File: src/rtl/barrel_norm_if.sv
`default_nettype none
// barrel_norm_if: start/busy/done handshake and data bundle between a client and barrel_norm.
// Revision 1.0 - initial release.
interface barrel_norm_if #(
  parameter int WIDTH = 16,
  parameter int SW    = 4
);
  logic             start;
  logic             lr;
  logic [WIDTH-1:0] in;
  logic             busy;
  logic             done;
  logic [WIDTH-1:0] out;
  logic [SW-1:0]    shift;
  logic             zero;

  modport master (
    output start, lr, in,
    input  busy, done, out, shift, zero
  );

  modport slave (
    input  start, lr, in,
    output busy, done, out, shift, zero
  );
endinterface
`default_nettype wire

File: src/rtl/barrel_norm.sv
`default_nettype none
// barrel_norm: multi-cycle log search for the leading/trailing-one shift count of a word.
// Revision 1.0 - initial release.
module barrel_norm #(
  parameter int WIDTH = 16,
  parameter int SW    = 4
) (
  input  wire logic    clk,
  input  wire logic    rst,
  barrel_norm_if.slave bus
);

  localparam logic [0:0] S_IDLE = 1'b0;
  localparam logic [0:0] S_RUN  = 1'b1;

  logic [0:0]       state_q, state_d;
  logic [SW-1:0]    k_q, k_d;
  logic [SW-1:0]    cnt_q, cnt_d;
  logic [SW-1:0]    shift_q, shift_d;
  logic [WIDTH-1:0] work_q, work_d;
  logic [WIDTH-1:0] out_q, out_d;
  logic             dir_q, dir_d;
  logic             zero_q, zero_d;
  logic             done_q, done_d;

  // Stage width w = 2^k; rem is WIDTH-w, used to isolate the top or bottom w bits.
  logic [SW:0] step_w;
  logic [SW:0] rem_w;
  logic        hi_zero;
  logic        lo_zero;

  assign step_w  = (SW+1)'(1) << k_q;
  assign rem_w   = (SW+1)'(WIDTH) - step_w;
  assign hi_zero = ((work_q >> rem_w) == '0);
  assign lo_zero = ((work_q << rem_w) == '0);

  always_comb begin
    state_d = state_q;
    k_d     = k_q;
    cnt_d   = cnt_q;
    shift_d = shift_q;
    work_d  = work_q;
    out_d   = out_q;
    dir_d   = dir_q;
    zero_d  = zero_q;
    done_d  = 1'b0;
    case (state_q)
      S_IDLE: begin
        if (bus.start) begin
          work_d  = bus.in;
          dir_d   = bus.lr;
          cnt_d   = '0;
          zero_d  = (bus.in == '0);
          k_d     = SW'(SW - 1);
          state_d = S_RUN;
        end
      end
      S_RUN: begin
        if (dir_q ? hi_zero : lo_zero) begin
          work_d     = dir_q ? (work_q << step_w) : (work_q >> step_w);
          cnt_d[k_q] = 1'b1;
        end else begin
          cnt_d[k_q] = 1'b0;
        end
        if (k_q == '0) begin
          out_d   = work_d;
          shift_d = cnt_d;
          done_d  = 1'b1;
          state_d = S_IDLE;
        end else begin
          k_d = k_q - SW'(1);
        end
      end
      default: state_d = S_IDLE;
    endcase
  end

  always_ff @(posedge clk) begin
    if (rst) begin
      state_q <= S_IDLE;
      k_q     <= '0;
      cnt_q   <= '0;
      shift_q <= '0;
      work_q  <= '0;
      out_q   <= '0;
      dir_q   <= 1'b0;
      zero_q  <= 1'b0;
      done_q  <= 1'b0;
    end else begin
      state_q <= state_d;
      k_q     <= k_d;
      cnt_q   <= cnt_d;
      shift_q <= shift_d;
      work_q  <= work_d;
      out_q   <= out_d;
      dir_q   <= dir_d;
      zero_q  <= zero_d;
      done_q  <= done_d;
    end
  end

  assign bus.busy  = (state_q == S_RUN);
  assign bus.done  = done_q;
  assign bus.out   = out_q;
  assign bus.shift = shift_q;
  assign bus.zero  = zero_q;

endmodule
`default_nettype wire
File: src/flat_wrapper.sv
// flat-port wrapper written by rule: the top's interface ports become plain ports
module barrel_norm_flat 
#(
  parameter int WIDTH = 16,
  parameter int SW    = 4
)
  (clk, rst, bus_start, bus_lr, bus_in, bus_busy, bus_done, bus_out, bus_shift, bus_zero);
  barrel_norm_if #(.WIDTH(WIDTH), .SW(SW)) bus_i ();
  input  wire logic clk;
  input  wire logic rst;
  input wire logic [$bits(bus_i.start)-1:0] bus_start;
  input wire logic [$bits(bus_i.lr)-1:0] bus_lr;
  input wire logic [$bits(bus_i.in)-1:0] bus_in;
  output wire logic [$bits(bus_i.busy)-1:0] bus_busy;
  output wire logic [$bits(bus_i.done)-1:0] bus_done;
  output wire logic [$bits(bus_i.out)-1:0] bus_out;
  output wire logic [$bits(bus_i.shift)-1:0] bus_shift;
  output wire logic [$bits(bus_i.zero)-1:0] bus_zero;
  assign bus_i.start = bus_start;
  assign bus_i.lr = bus_lr;
  assign bus_i.in = bus_in;
  assign bus_busy = bus_i.busy;
  assign bus_done = bus_i.done;
  assign bus_out = bus_i.out;
  assign bus_shift = bus_i.shift;
  assign bus_zero = bus_i.zero;
  barrel_norm #(.WIDTH(WIDTH), .SW(SW)) u_core (.clk(clk), .rst(rst), .bus(bus_i));
endmodule
File: config.mk
export PLATFORM = sky130hd
export DESIGN_NAME = barrel_norm_flat
export DESIGN_NICKNAME = d
export VERILOG_FILES = /design/src/rtl/barrel_norm_if.sv /design/src/rtl/barrel_norm.sv /design/src/flat_wrapper.sv
export SDC_FILE = /design/constraint.sdc
export NUM_CORES = 1
export LEC_CHECK = 0
export CAP_MARGIN = 20
export CORE_MARGIN = 2
export CORE_UTILIZATION = 65
export CTS_CLUSTER_DIAMETER = 40
export DETAILED_ROUTE_END_ITERATION = 12
export DONT_BUFFER_PORTS = 1
export PLACE_DENSITY_LB_ADDON = 0.2
export SYNTH_ARGS = -nofsm -noshare
export SYNTH_HDL_FRONTEND = slang
export SYNTH_SLANG_ARGS = --single-unit
File: constraint.sdc
create_clock -name clk -period 4.85 [get_ports clk]
set_input_delay 0.7275 -clock clk [delete_from_list [all_inputs] [get_ports clk]]
set_output_delay 0.7275 -clock clk [all_outputs]
set_load 0.01 [all_outputs]
==> parameters.txt <==
Parameter                              Value

Status
  Run status ... completed

Worst setup path
  Crit path arrival time ... 4.29 ns
  Endpoint kind of the worst setup timing path ... flop
  Worst setup path category ... flop to flop
  Critical Path Fanout Max ... 22
  Launching element type of the critical path ... flop
  Required time of the critical path ... 5.04 ns

Yosys
  Main combinational cell family by area after synthesis ... compound AO/OA/AOI/OAI gates
  Commonest register cell after synthesis ... dfxtp_1
  Number of nets in the synthesized netlist ... 651
  Synth Area per Inst ... 7.38 sq um
  Share of the yosys chip area belonging to registers ... 20.4%
  Count of unique library cells instantiated by Yosys ... 81
  Xor and xnor fraction of the mapped netlist area ... 0.760%
  Post-synthesis share of cell area spent on and, or, nand and nor gates ... 22.0%
  Number of flops mapped to enable cells by yosys ... 0
  Post-Synthesis Cell Area ... 4610 sq um
  Post-synthesis compound-gate area fraction ... 40.0%
  Portion of netlist area occupied by mux cells ... 6.13%
  Adder-Cell Fraction of Synth Area ... 1.63%
  Synth Instances ... 625
  Total of warnings raised by yosys ... 0
  Share of flip-flops with an asynchronous set or reset ... 0%
  Number of synthesized register bits ... 47

Routing
  Residual DRC ... 0
  Final routed wirelength across all metal layers ... 17500 um
  Count of nets left with antenna violations after detail routing ... 0
  Total iterations of the first detailed-routing run ... 5
  Number of vias after detailed routing ... 5317
  Avg WL per Cell ... 26.4 um
  DRC violation total after the first TritonRoute iteration ... 691
  Via density ... 8.03

Placement
  Input/output buffers ... 0
  Worst slack at placement ... 0.870 ns
  Post-placement cell count ... 655
  Total half-perimeter wirelength after legalization and detailed placement ... 11700 um
  Gp weighted congestion ... 1.11
  Cell area reported after detailed placement ... 4480 sq um

Clock tree
  Maximum buffer depth of the clock tree ... 2
  Clock Tree Root ... clkbuf_8
  Sink count of the clock tree ... 47
  Hold_buf cts ... 0
  Number of cells upsized or downsized after cts ... 0
  CTS H-Tree Depth ... 2
  Worst-path clk slew ... 0.09 ns
  Skew-Pair Late Insertion Delay ... 0.30 ns
  Number of post-CTS setup repair buffers ... 0
  Clock tree from TritonCTS ... done
  Clock buffers created by TritonCTS ... 5

Global route
  Global-route wire length before repair ... 26800 um
  Largest net degree at the start of global routing ... 37
  Total routing usage reported by global routing ... 45.0%
  Vias in the first global route ... 4900
  GR Overflow Total ... 0
  Antenna violations before repair ... 1

STA
  Minimum setup slack in the final design ... 0.748 ns
  Worst slew margin relative to its limit ... 36.5%
  Clock period minus final worst setup slack ... 4.10 ns
  Setup repair after global routing missed its margin ... no
  Endpoints failing hold ... 0
  Fraction of the cycle the final worst path needs ... 84.6%
  Transition at the pin with the smallest max-transition slack ... 0.951 ns
  Setup TNS ... 0 ns
  Total of endpoints with negative setup slack in the final report ... 0
  Number of pins exceeding their max-slew limit in the final report ... 0
  Achievable clock frequency ... 244 MHz
  Clock Skews ... 0.0126 ns

Floorplanning
  Area of the die ... 7780 sq um
  Row count ... 30
  Initial Utilization ... 67.5%
  Chip width ... 88.2 um
  Number of top-level pins ... 43
  Area of the placeable core ... 6830 sq um
  Vert. Die Dim ... 88.2 um

Min path
  Class of the tightest hold or removal check ... primary input to flop

Pwr
  Register share of total power ... 30.8%
  Switching power ... 928 uW
  Power per standard cell area ... 397 nW/um^2
  Fraction of power consumed by combinational cells ... 55.7%
  Clk network pwr share ... 13.4%
  Static Leakage ... 1.50 nW
  Worst vdd rail ir drop ... 0.000267 V
  Switching part of the total power ... 51.2%
  Internal Pwr Total ... 885 uW

Layout
  Final core occ ... 66.8%
  Layout area overhead ... -0.977%
  Share of post-route cells with drive strength above 1 ... 9.19%
  Number of antenna cells inserted ... 0
  Number of filler cells placed in the layout ... 606
  Final Cell Area ... 4570 sq um
  Final layout net count ... 592
  Finished Layout Cells ... 662

Flow run
  Max Cap Viol ... 0
power by group through the flow:
stage          Combinational (mW)  Sequential [mW]  Clock, mW
5_1_grt                      1.07            0.555      0.252
6_report                     1.01            0.559      0.244
3_3_place_gp                0.946            0.551          0
3_5_place_dp                0.961            0.553          0
4_1_cts                     0.966            0.544      0.242
2_1_floorplan               0.807            0.464          0
cells in the final DEF (no fill, tap or decap), types with 4 or more instances in the layout:
master and count:
o2111ai_1 4, nand2_1 51, a2bb2oi_1 5, and2_1 4
a211oi_1 34, o21ai_1 10, nor2_1 32, a21oi_1 44
a311oi_1 13, mux2_2 8, o211ai_1 34, clkbuf_8 6
nor4_1 9, nor2b_1 14, a31oi_1 6, nand3_1 18
nand4_1 5, buf_4 14, or3_1 4, o21ai_0 41
o221ai_1 6, nor3_1 21, a221o_1 4, o311a_1 5
mux2i_1 17, inv_1 10, o22ai_1 11, a22oi_1 4
nor4bb_1 4, ha_1 6, dfxtp_1 47
synthesized netlist by cell type (4+ instances only):
cell type | instances | area (sq um)
clkbuf_1 | 49 | 184
a311oi_1 | 13 | 114
a2bb2oi_1 | 5 | 43.8
o211ai_1 | 34 | 255
a21oi_1 | 44 | 220
o21ai_1 | 10 | 50.1
buf_4 | 6 | 45.0
nor4_1 | 9 | 56.3
nor3_1 | 21 | 105
buf_2 | 20 | 100
mux2_2 | 8 | 90.1
a22oi_1 | 4 | 30.0
nand4_1 | 5 | 31.3
nand3_1 | 18 | 90.1
dfxtp_1 | 47 | 941
ha_1 | 6 | 75.1
nor4bb_1 | 4 | 40.0
and2_1 | 4 | 25.0
o21ai_0 | 41 | 205
nor2_1 | 32 | 120
o2111ai_1 | 4 | 35.0
inv_1 | 10 | 37.5
nor2b_1 | 14 | 87.6
o22ai_1 | 11 | 68.8
o221ai_1 | 6 | 52.6
a211oi_1 | 34 | 255
nand2_1 | 51 | 191
a221o_1 | 4 | 40.0
mux2i_1 | 17 | 170
a31oi_1 | 6 | 37.5
o311a_1 | 5 | 50.1
or3_1 | 4 | 25.0
stage by stage:
stage	power, mW	hold slack [ns]
floorplan	1.27	0.447
global placement	1.50	0.455
detailed placement	1.51	0.472
CTS	1.75	0.484
global route	1.88	0.477
finish	1.81	0.476
worst max-delay path, stage by stage (launching register included):
cell and delay [ns]:
dfxtp_1 0.36, inv_1 0.12, ha_1 0.50, nor3b_2 0.31, inv_2 0.06, ha_1 0.31
xor2_1 0.21, or3_1 0.36, a221oi_2 0.24, a32oi_1 0.11, and3b_1 0.72, buf_4 0.32
nor3_1 0.09, a221o_1 0.29
logic make-up (layout without fill, tap and decap cells):
kind of cell / Yosys count / after routing
buffers and inverters: 94 / 35
AOI/OAI and AO/OA: 260 / 260
xor gates and xnor gates: 4 / 4
adders and majority gates: 6 / 6
muxes: 26 / 26
DFF: 47 / 47
and+or+nand+nor: 188 / 188
sequential cells by signal, indices dropped and copies added, names as in the netlist:
register and cells:
u_core.bus.out 16, u_core.work_q 16, u_core.bus.shift 4, u_core.k_q 4, u_core.cnt_q 3, u_core.bus.busy 1
u_core.bus.done 1, u_core.bus.zero 1, u_core.dir_q 1
area by class of cell:
| type | count | area [sq um] | share of cell area [%] |
|---|---|---|---|
| sequential | 47 | 941 | 20.6 |
| inverter | 14 | 52.6 | 1.15 |
| multi-input combinational | 484 | 3260 | 71.4 |
| clock buffer | 6 | 82.6 | 1.81 |
| timing repair buffer | 14 | 105 | 2.30 |
| clock inverter | 1 | 5.00 | 0.110 |
| tap | 96 | 120 | 2.63 |
routing by layer:
layer | global-route usage (%) | vias to the layer above | part of all wire (%)
met5 | 0 | - | 0.074
met4 | 23.6 | 2 | 7.0
met3 | 14.6 | 122 | 14
met2 | 67.1 | 460 | 42
met1 | 57.9 | 2444 | 37
li1 | - | 2289 | -
path summary, 6_finish.rpt:
check	slack [ns]	to	from	cells past startpoint
setup / recovery	0.75	u_core.bus.out[0]	u_core.k_q[1]	13
hold reg to reg	0.49	u_core.cnt_q[1]	u_core.cnt_q[1]	2
hold / removal	0.48	u_core.work_q[14]	rst	1
setup reg to reg	0.75	u_core.bus.out[0]	u_core.k_q[1]	13
Note: power is estimated with default switching activity, not from simulation.
